### src/rtl/counter_param_pkg.sv
// rtl/counter_param_pkg.sv - shared operation encodings for the counter_param family
package counter_param_pkg;

  // Operation select shared by every counter in the family
  typedef enum logic [1:0] {
    MODO_UP   = 2'b00,
    MODO_DOWN = 2'b01,
    MODO_STEP = 2'b10,
    MODO_LOAD = 2'b11
  } modo_e;

  // Default geometry of the family's reference counter
  localparam int DEF_WIDTH = 16;
  localparam int DEF_SEG   = 4;
  localparam int DEF_STEP  = 3;

  // True for the operations that add to the count
  function automatic logic is_add_op(input modo_e op);
    return (op == MODO_UP) || (op == MODO_STEP);
  endfunction

endpackage

### src/rtl/counter_param_if.sv
// rtl/counter_param_if.sv - control and status bundle of counter_param
interface counter_param_if
  import counter_param_pkg::*;
#(
  parameter int WIDTH = DEF_WIDTH,
  parameter int SEG   = DEF_SEG
);
  localparam int NSEG = WIDTH / SEG;

  logic              enb;
  modo_e             modo;
  logic [WIDTH-1:0]  d;
  logic [WIDTH-1:0]  q;
  logic              rco;
  logic [NSEG-1:0]   seg_co;

  modport master (output enb, modo, d, input q, rco, seg_co);
  modport slave  (input enb, modo, d, output q, rco, seg_co);
endinterface

### src/rtl/counter_param_seg.sv
// rtl/counter_param_seg.sv - one SEG-bit slice of the counter with carry/borrow chaining
module counter_param_seg
  import counter_param_pkg::*;
#(
  parameter int SEG = DEF_SEG
) (
  input  modo_e          op,
  input  logic [SEG-1:0] q_slice,
  input  logic [SEG-1:0] add_slice,
  input  logic [SEG-1:0] d_slice,
  input  logic           ci,
  output logic [SEG-1:0] nxt,
  output logic           co
);

  logic [SEG:0] wide;

  // Slice arithmetic: ci is a carry for adds and a borrow for the subtract
  always_comb begin
    wide = '0;
    nxt  = q_slice;
    co   = 1'b0;
    if (op == MODO_LOAD) begin
      nxt = d_slice;
      co  = 1'b0;
    end else if (op == MODO_DOWN) begin
      // A negative result leaves the top bit set, which is exactly the borrow
      wide = {1'b0, q_slice} - {1'b0, add_slice} - {{SEG{1'b0}}, ci};
      nxt  = wide[SEG-1:0];
      co   = wide[SEG];
    end else if (is_add_op(op)) begin
      wide = {1'b0, q_slice} + {1'b0, add_slice} + {{SEG{1'b0}}, ci};
      nxt  = wide[SEG-1:0];
      co   = wide[SEG];
    end
  end

endmodule

### src/rtl/counter_param.sv
// rtl/counter_param.sv - segmented up/down/step/load counter; COUNTER_PARAM_SAT_EN selects saturation
module counter_param
  import counter_param_pkg::*;
#(
  parameter int WIDTH = DEF_WIDTH,
  parameter int SEG   = DEF_SEG,
  parameter int STEP  = DEF_STEP
) (
  input  logic            clk,
  input  logic            rst,
  counter_param_if.slave  bus
);

  localparam int               NSEG   = WIDTH / SEG;
  localparam logic [WIDTH-1:0] STEP_V = WIDTH'(STEP);

  logic [WIDTH-1:0] q_r;
  logic             rco_r;
  logic [NSEG-1:0]  seg_co_r;

  logic [WIDTH-1:0] addend;
  logic [WIDTH-1:0] q_nxt;
  logic [WIDTH-1:0] q_upd;
  logic [NSEG:0]    chain;

  // Operand fed to the segment chain; down uses 1 as the subtrahend
  always_comb begin
    addend = '0;
    case (bus.modo)
      MODO_UP, MODO_DOWN: addend = WIDTH'(1);
      MODO_STEP:          addend = STEP_V;
      default:            addend = '0;
    endcase
  end

  assign chain[0] = 1'b0;

  genvar k;
  generate
    for (k = 0; k < NSEG; k++) begin : g_seg
      counter_param_seg #(.SEG(SEG)) u_seg (
        .op        (bus.modo),
        .q_slice   (q_r[k*SEG +: SEG]),
        .add_slice (addend[k*SEG +: SEG]),
        .d_slice   (bus.d[k*SEG +: SEG]),
        .ci        (chain[k]),
        .nxt       (q_nxt[k*SEG +: SEG]),
        .co        (chain[k+1])
      );
    end
  endgenerate

  // Final count: wrapped result, or clamped to the limit when saturation is built in
  always_comb begin
    q_upd = q_nxt;
`ifdef COUNTER_PARAM_SAT_EN
    if (chain[NSEG]) begin
      q_upd = (bus.modo == MODO_DOWN) ? '0 : '1;
    end
`endif
  end

  // State register; flags are one-cycle pulses and clear whenever counting is disabled
  always_ff @(posedge clk or posedge rst) begin
    if (rst) begin
      q_r      <= '0;
      rco_r    <= 1'b0;
      seg_co_r <= '0;
    end else if (!bus.enb) begin
      rco_r    <= 1'b0;
      seg_co_r <= '0;
    end else begin
      q_r      <= q_upd;
      rco_r    <= chain[NSEG];
      seg_co_r <= chain[NSEG:1];
    end
  end

  assign bus.q      = q_r;
  assign bus.rco    = rco_r;
  assign bus.seg_co = seg_co_r;

endmodule
### src/flat_wrapper.sv
// flat-port wrapper written by rule: the top's interface ports become plain ports
module counter_param_flat import counter_param_pkg::*;
#(
  parameter int WIDTH = DEF_WIDTH,
  parameter int SEG   = DEF_SEG,
  parameter int STEP  = DEF_STEP
)
  (clk, rst, bus_enb, bus_modo, bus_d, bus_q, bus_rco, bus_seg_co);
  counter_param_if #(.WIDTH(WIDTH), .SEG(SEG)) bus_i ();
  input  logic clk;
  input  logic rst;
  input wire logic [$bits(bus_i.enb)-1:0] bus_enb;
  input wire logic [$bits(bus_i.modo)-1:0] bus_modo;
  input wire logic [$bits(bus_i.d)-1:0] bus_d;
  output wire logic [$bits(bus_i.q)-1:0] bus_q;
  output wire logic [$bits(bus_i.rco)-1:0] bus_rco;
  output wire logic [$bits(bus_i.seg_co)-1:0] bus_seg_co;
  assign bus_i.enb = bus_enb;
  assign bus_i.modo = bus_modo;
  assign bus_i.d = bus_d;
  assign bus_q = bus_i.q;
  assign bus_rco = bus_i.rco;
  assign bus_seg_co = bus_i.seg_co;
  counter_param #(.WIDTH(WIDTH), .SEG(SEG), .STEP(STEP)) u_core (.clk(clk), .rst(rst), .bus(bus_i));
endmodule
### config.mk
export PLATFORM = sky130hd
export DESIGN_NAME = counter_param_flat
export DESIGN_NICKNAME = d
export VERILOG_FILES = /design/src/rtl/counter_param_pkg.sv /design/src/rtl/counter_param_if.sv /design/src/rtl/counter_param_seg.sv /design/src/rtl/counter_param.sv /design/src/flat_wrapper.sv
export SDC_FILE = /design/constraint.sdc
export NUM_CORES = 1
export LEC_CHECK = 0
export ABC_AREA = 1
export CAP_MARGIN = 10
export CELL_PAD_IN_SITES_DETAIL_PLACEMENT = 1
export CELL_PAD_IN_SITES_GLOBAL_PLACEMENT = 1
export CORE_ASPECT_RATIO = 0.5
export CORE_MARGIN = 1.5
export CORE_UTILIZATION = 38
export CTS_BUF_LIST = sky130_fd_sc_hd__clkbuf_8
export DETAILED_ROUTE_END_ITERATION = 12
export PLACE_DENSITY = 0.94
export SLEW_MARGIN = 20
export SYNTH_ARGS = -nofsm -noshare
export SYNTH_HDL_FRONTEND = slang
export SYNTH_SLANG_ARGS = --single-unit
### constraint.sdc
create_clock -name clk -period 5.1 [get_ports clk]
set_clock_uncertainty 0.15 [all_clocks]
set_input_delay 1.02 -clock clk [delete_from_list [all_inputs] [get_ports clk]]
set_output_delay 1.02 -clock clk [all_outputs]
set_load 0.03 [all_outputs]
== Word level (Yosys, flattened, before mapping) ==
Index checks and enable logic that the tools add are counted.

* Bitwise operators: 0
* Muxes and demuxes: 27
* Add/sub/neg operators: 14
* $lt $le $gt $ge: 0
* Shift-type cells: 0
* Eq/ne operators: 3
* Div/mod/pow operators: 0
* $mul: 0
* Reduce and logical (&&, ||, !) cells: 5

{| class="wikitable"
|+ Operators by type and width
! kind !! number
|-
| 4-bit 2-to-1 mux || 13
|-
| 4-bit by 4-bit adder with 5-bit output, second input constant || 3
|-
| 5-bit by 1-bit adder with 5-bit output || 3
|-
| 4-bit by 4-bit subtractor with 5-bit output, second input constant || 3
|-
| 5-bit by 1-bit subtractor with 5-bit output || 3
|-
| 1-bit 2-to-1 mux || 13
|-
| 4-bit by 4-bit adder with 5-bit output || 1
|-
| 4-bit by 4-bit subtractor with 5-bit output || 1
|-
| 2-bit == test, second input constant || 2
|-
| 2-bit one-hot mux with 2 select lines || 1
|-
| 3-bit nonzero test || 1
|-
| 2-bit by 1-bit == test with 1-bit output, second input constant || 1
|-
| 2-bit zero test || 1
|-
| 2-bit AND reduction || 1
|-
| 2-bit OR reduction || 1
|-
| 1-bit logical OR || 1
|}

* Output and inout port bits: 21
* Memories: 0
* Register bits after elaboration: 21
* Bits in writable memories: 0
* ROM bits: 0
* Bits of input ports: 21
* Word-level logic and storage cells: 52
* Latch bits: 0

== Longest topological paths before layout ==
* Depth after elaboration: 20
* Depth in mapped cells: 25
* Depth with buffers taken out: 24

== Hierarchy ==
A second synthesis with hierarchy kept.

* Cells, all modules: 366
* Area total of the unflattened synthesis: 2509.9 um^2

{| class="wikitable"
|+ By module, submodules not included
! module !! instances !! area an instance (um^2) !! cells an instance !! sequential area each (um^2)
|-
| counter_param_seg || 4 || 437.9 || 70 || 0.0
|-
| counter_param || 1 || 758.2 || 86 || 500.5
|}

== Worst setup path after synthesis ==
Ideal clock, no wire load.

* Path type: input to register
* From: input port bus_modo[0]
* To: register u_core.q_r[13] (netlist: u_core.bus.q[13])
* Stages: 23
* Arrival: 4.373 ns
* Required time: 4.814 ns
* Path buffers: 1
* Library setup time: 0.136 ns
* Path slack: 0.442 ns
* Cells stage by stage: nand2_1 -> clkbuf_1 -> ha_1 -> inv_1 -> fa_1 -> nor2_1 -> nand3_1 -> nand2_1 -> ha_1 -> ha_1 -> nand4_1 -> nand2_1 -> ha_1 -> ha_1 -> nand2_4 -> or3_4 -> nand2_1 -> ha_1 -> ha_1 -> nand2_1 -> o21ai_0 -> a21oi_1 -> o21ai_0

* Longest elaborated chain between the ends: 19
* Elaborated cells on any way between the ends: 29
* Classes of those cells: add/sub: 8; eq/ne: 3; mux: 13; reduce/logical: 5

{| class="wikitable"
|+ RTL lines
! what !! line !! source
|-
| from (decl) || flat_wrapper.sv:13 || <nowiki>input wire logic [$bits(bus_i.modo)-1:0] bus_modo;</nowiki>
|-
| 2-bit by 1-bit == test with 1-bit output or 2-bit zero test (tied branches) || counter_param_seg.sv:26, counter_param.sv:29, counter_param_pkg.sv:19 ||
|-
| 2-bit OR reduction || counter_param.sv:29 || <nowiki>case (bus.modo)</nowiki>
|-
| 2-bit one-hot mux with 2 select lines || counter_param.sv:29 ||
|-
| 4-bit by 4-bit adder with 5-bit output || counter_param_seg.sv:32 || <nowiki>wide = {1'b0, q_slice} + {1'b0, add_slice} + {{SEG{1'b0}}, ci};</nowiki>
|-
| 1-bit 2-to-1 mux || counter_param_seg.sv:31 || <nowiki>end else if (is_add_op(op)) begin</nowiki>
|-
| 1-bit 2-to-1 mux || counter_param_seg.sv:26 || <nowiki>end else if (op == MODO_DOWN) begin</nowiki>
|-
| 1-bit 2-to-1 mux || counter_param_seg.sv:23 || <nowiki>if (op == MODO_LOAD) begin</nowiki>
|-
| 5-bit by 1-bit adder with 5-bit output || counter_param_seg.sv:32 ||
|-
| [... 3 more ...] || -- ||
|-
| 5-bit by 1-bit adder with 5-bit output || counter_param_seg.sv:32 ||
|-
| 1-bit 2-to-1 mux || counter_param_seg.sv:31 ||
|-
| 1-bit 2-to-1 mux || counter_param_seg.sv:26 ||
|-
| 1-bit 2-to-1 mux || counter_param_seg.sv:23 ||
|-
| 5-bit by 1-bit adder with 5-bit output || counter_param_seg.sv:32 ||
|-
| 4-bit 2-to-1 mux || counter_param_seg.sv:31 ||
|-
| 4-bit 2-to-1 mux || counter_param_seg.sv:26 ||
|-
| 4-bit 2-to-1 mux || counter_param_seg.sv:23 ||
|-
| to (signal assigned) || counter_param.sv:73 || <nowiki>q_r <= q_upd;</nowiki>
|-
| to (decl) || counter_param.sv:17 || <nowiki>logic [WIDTH-1:0] q_r;</nowiki>
|}

Several ways; a longest one is shown, not always the timed one. The select of a mux whose other input is x is not followed.
A chain may end at the register's enable or synchronous reset.

== Final worst setup path ==
Same ends and word-level chain as after synthesis.

==> results <==
- The highest-delay cell along the critical path is sky130_fd_sc_hd__clkdlybuf4s50_1.
- The shortest period the worst path allows is around 4900 ps.
- The highest achievable clock rate is a little over 0.2 GHz.
- For the worst-skew pair, the clock arrives at the later sink with an insertion delay of roughly 270 ps.
- The hold-critical path depth is 2.
- The power density over cell area is ~300 nW/um2.
- The total length of routed wires is approximately 5500 um.
- The number of cells produced by synthesis is about 220.
- The data required time at the worst endpoint is a little over 5000 ps.
- The global-route track usage on met1 is about 27%.
- The endpoint class of the critical path is a register.
- The beginning of the critical path is bus_modo[0].
- The standard-cell row count is 16.
- The kind of start point of the critical path is an input port.
- The worst-margin pin slew is 820 ps.
- At the end of the flow the core is filled with cells to between 50% and 60%.
- The reg-to-reg critical path startpoint is u_core.bus.q[0].
- The count of endpoints failing hold in the final timing report came to 0.
- The number of slew-limit violations in the final report is 0.
- The average wire per standard cell is between 15 and 20 um.
- The count of endpoints failing setup in the final report is 0.
- The flow ran to the end, and the final reports show no timing, DRC or antenna violations.
- The slack of the worst reg-to-reg path is between 1000 and 1500 ps.
- The number of buffers inserted for hold repair after clock tree synthesis is 0.
- The core region is 3900 um2.
- The startpoint of the worst hold path is u_core.bus.q[3].
- The maximum fanout along the worst path is 5.
- The final layout contains 305 nets.
- The number of cells on the worst reg-to-reg path is 22.
- The family with the most delay on the worst path is adder cells.
- For this run, the slowest stage of the critical path takes between 400 and 500 ps.
- In this design, the critical path's most frequently occurring cell is sky130_fd_sc_hd__ha_2.
- The net count after synthesis is about 260.
- Entering global routing, the biggest net connects 29 pins.
- Yosys printed 0 warnings.
- The cell area after technology mapping is 1550 um2.
- The most used routing layer is met2.
- The library cell used as clock root buffer is sky130_fd_sc_hd__clkbuf_8.
- The number of antenna violations at the first check in global routing is 0.
- Global routing finished with a remaining overflow of 0.
- After routing, the total negative slack on setup checks comes to 0 ps.
- For the worst setup path, the data arrival time is between 4000 and 5000 ps.
- The synthesized design contains 20 register bits.
- The floorplan step set the die width to 93.3 um.
- The number of buffers and inverters on the critical path is 4.
- The number of DRC markers after the initial detailed-route iteration is 80.
- The first global-routing pass estimated between 7000 and 8000 um of wire.
- The critical path in this run is classified as input port to register.
- The buffer depth of the longest clock path is 2.
- The largest voltage drop on the vdd net is ~140 uV.
- The congestion estimate from routability-driven global placement came to 0.811.
- The clock edge transition at the registers on the reported setup and hold paths is 90 ps.
- The number of placed I/O pins is 42.
- The met3 usage is 4.05%.
- Global routing used between 20% and 30% of the available tracks.
- In the final layout, the share of cells above drive strength 1 is approximately 11%.
- Clock tree synthesis inserted a total of 3 buffers.
- Once detailed placement completed, the half-perimeter wirelength came to about 3500 um.
- The number of remaining DRC errors is 0.
- The synthesized area per cell is 7.08 um2.
- Leaving out fill and tap cells, the most frequent cells in the layout are sky130_fd_sc_hd__nand2_1, sky130_fd_sc_hd__clkdlybuf4s50_1, sky130_fd_sc_hd__inv_1.
- The routed layout has ~1700 vias.
- The final worst hold slack is approximately 410 ps.
- The unique cell type count in the Yosys netlist is 23.
- The number of vias per cell is 5.28.
- The hold-critical path endpoint is u_core.bus.q[3].
- The effective utilization at floorplan is 39.7%.
- After filler insertion, the fill cell instance count of the layout stands at slightly above 500.
- The length of the first detailed-routing pass in iterations is 5.
- The total die area is between 4000 and 5000 um2.
- Walking the worst path, the cells encountered are clkdlybuf4s50_1 -> buf_4 -> nor2_2 -> buf_4 -> fa_1 -> inv_1 -> nor2_1 -> nand3_1 -> nand2_1 -> ha_2 -> ha_2 -> nand4_1 -> nand2_2 -> ha_2 -> ha_2 -> nand2_4 -> or3_4 -> nand2_2 -> ha_2 -> ha_1 -> nand2_1 -> o21ai_1 -> a21oi_1 -> o21ai_0.
- The min-delay analysis places its worst path in the category register to register.
- The endpoint identified for the worst register-to-register timing path is u_core.bus.q[13].
- The repair_antennas step left the layout with diodes totalling 0.
- The worst-case setup margin in the final layout is ~180 ps.
- The number of max-cap violations is 0.
- The clock sink count is 20.
- Of the synthesized area, sequential elements account for 32.3%.
- From synthesis to final layout, the design area changed by 39.2%.
- Prior to clock tree synthesis, the placed netlist has a worst setup slack of -159 ps.
- TritonCTS built the clock tree.
- The via count of the first global-routing pass is around 1700.
- The y dimension of the die is between 40 and 50 um.
- The count of port buffers added during placement is roughly 40.
- The leading cell type in the layout, fill and taps excluded is sky130_fd_sc_hd__nand2_1.
- The final clock period utilization by the worst path is between 90% and 100%.
- For met2 alone, demand over resource in global routing was between 40% and 50%.
- The relative slew slack is around 45%.
- The leakage power is roughly 0.0011 uW.
- CTS built an H-tree with a depth of 1.
- Once detail routing completed, the nets flagged for antenna violations numbered 0.
-- routing by layer --
| metal | up-vias | wire length [um] |
|---|---|---|
| met5 | - | 0 |
| met4 | 0 | 147 |
| met3 | 17 | 200 |
| met2 | 44 | 2840 |
| met1 | 824 | 2360 |
| li1 | 798 | - |
-- synth_stat cells --
cell                       number  area, um2
sky130_fd_sc_hd__or3_4          1       11.3
sky130_fd_sc_hd__o22ai_1        2       12.5
sky130_fd_sc_hd__a31oi_1        1       6.26
sky130_fd_sc_hd__nand3_1       19       95.1
sky130_fd_sc_hd__xnor2_1        1       8.76
sky130_fd_sc_hd__a21oi_1       13       65.1
sky130_fd_sc_hd__nand4_1        3       18.8
sky130_fd_sc_hd__o21ai_1        1       5.00
sky130_fd_sc_hd__nor2_1        25       93.8
sky130_fd_sc_hd__fa_1           2       40.0
sky130_fd_sc_hd__buf_1          1       3.75
sky130_fd_sc_hd__clkbuf_1       4       15.0
sky130_fd_sc_hd__nor3_1         1       5.00
sky130_fd_sc_hd__a21oi_2        1       8.76
sky130_fd_sc_hd__dfrtp_1       20        500
sky130_fd_sc_hd__nor2_8         1       20.0
sky130_fd_sc_hd__nand2_4        1       11.3
sky130_fd_sc_hd__buf_4          2       15.0
sky130_fd_sc_hd__ha_1          16        200
sky130_fd_sc_hd__o21ai_0       19       95.1
sky130_fd_sc_hd__nand2_1       59        221
sky130_fd_sc_hd__inv_1         24       90.1
sky130_fd_sc_hd__inv_2          2       7.51
-- stage by stage --
stage,std cells,total power (uW),cell area [um2]
3_5_place_dp,312,470,2030
4_1_cts,316,641,2100
2_1_floorplan,219,363,1550
3_3_place_gp,312,456,2030
5_1_grt,319,690,2160
6_report,319,658,2160
-- registers in the layout (all words and copies together) (netlist names) --
name and cells:
u_core.bus.q 16, u_core.bus.seg_co 3, u_core.bus.rco 1
-- worst max-delay path by stage --
| stage | endpoint | slack, ps | depth (start not counted) |
|---|---|---|---|
| after CTS | u_core.bus.q[13] | 20 | 23 |
| final | u_core.bus.q[13] | 180 | 24 |
| after floorplan | u_core.bus.q[13] | 440 | 23 |
| after global routing | u_core.bus.q[13] | -30 | 24 |
| after detailed placement | u_core.bus.q[13] | -160 | 23 |
| after global placement | u_core.bus.q[13] | 140 | 23 |
-- repair_timing --
| item | 4_1_cts | 5_1_grt |
|---|---|---|
| setup endpoints to repair | 0 | 4 |
| resized for setup | 0 | 14 |
| setup buffers | 0 | 3 |
-- cell families (layout without fill, tap and decap cells) --
kind of cell / count (synthesis) / in the layout / share of synthesized area [%]
XOR/XNOR: 1 / 1 / 0.565
flip-flops: 20 / 20 / 32.3
adder cells (fa/ha/maj): 18 / 18 / 15.5
AO/OA/AOI/OAI: 37 / 37 / 12.4
buffers and inverters: 33 / 79 / 8.47
AND/OR/NAND/NOR: 110 / 110 / 30.8
-- worst reg2reg max path: cells and delay by family (launching register included) --
| kind | cells | cell delay (ps) |
|---|---|---|
| simple gates | 9 | 1230 |
| buf+inv | 2 | 150 |
| compound gates | 3 | 300 |
| flops | 1 | 410 |
| fa+ha+maj | 8 | 1640 |
-- power breakdown --
part	leakage (uW)	total (uW)	switching [uW]	internal, uW
logic	0.000777	272	161	110
registers	0.000252	218	36.3	182
clock network	0.0000357	167	62.3	105
-- cell type report --
class	instances	area (um2)	area share, %
Timing Repair Buffer	49	473	21.9
Multi-Input combinational cell	166	948	43.9
Inverter	26	97.6	4.52
Tap cell	54	67.6	3.13
Sequential cell	20	500	23.2
Clock inverter	1	30.0	1.39
Clock buffer	3	41.3	1.91
Note: power is estimated with default switching activity, not from simulation.
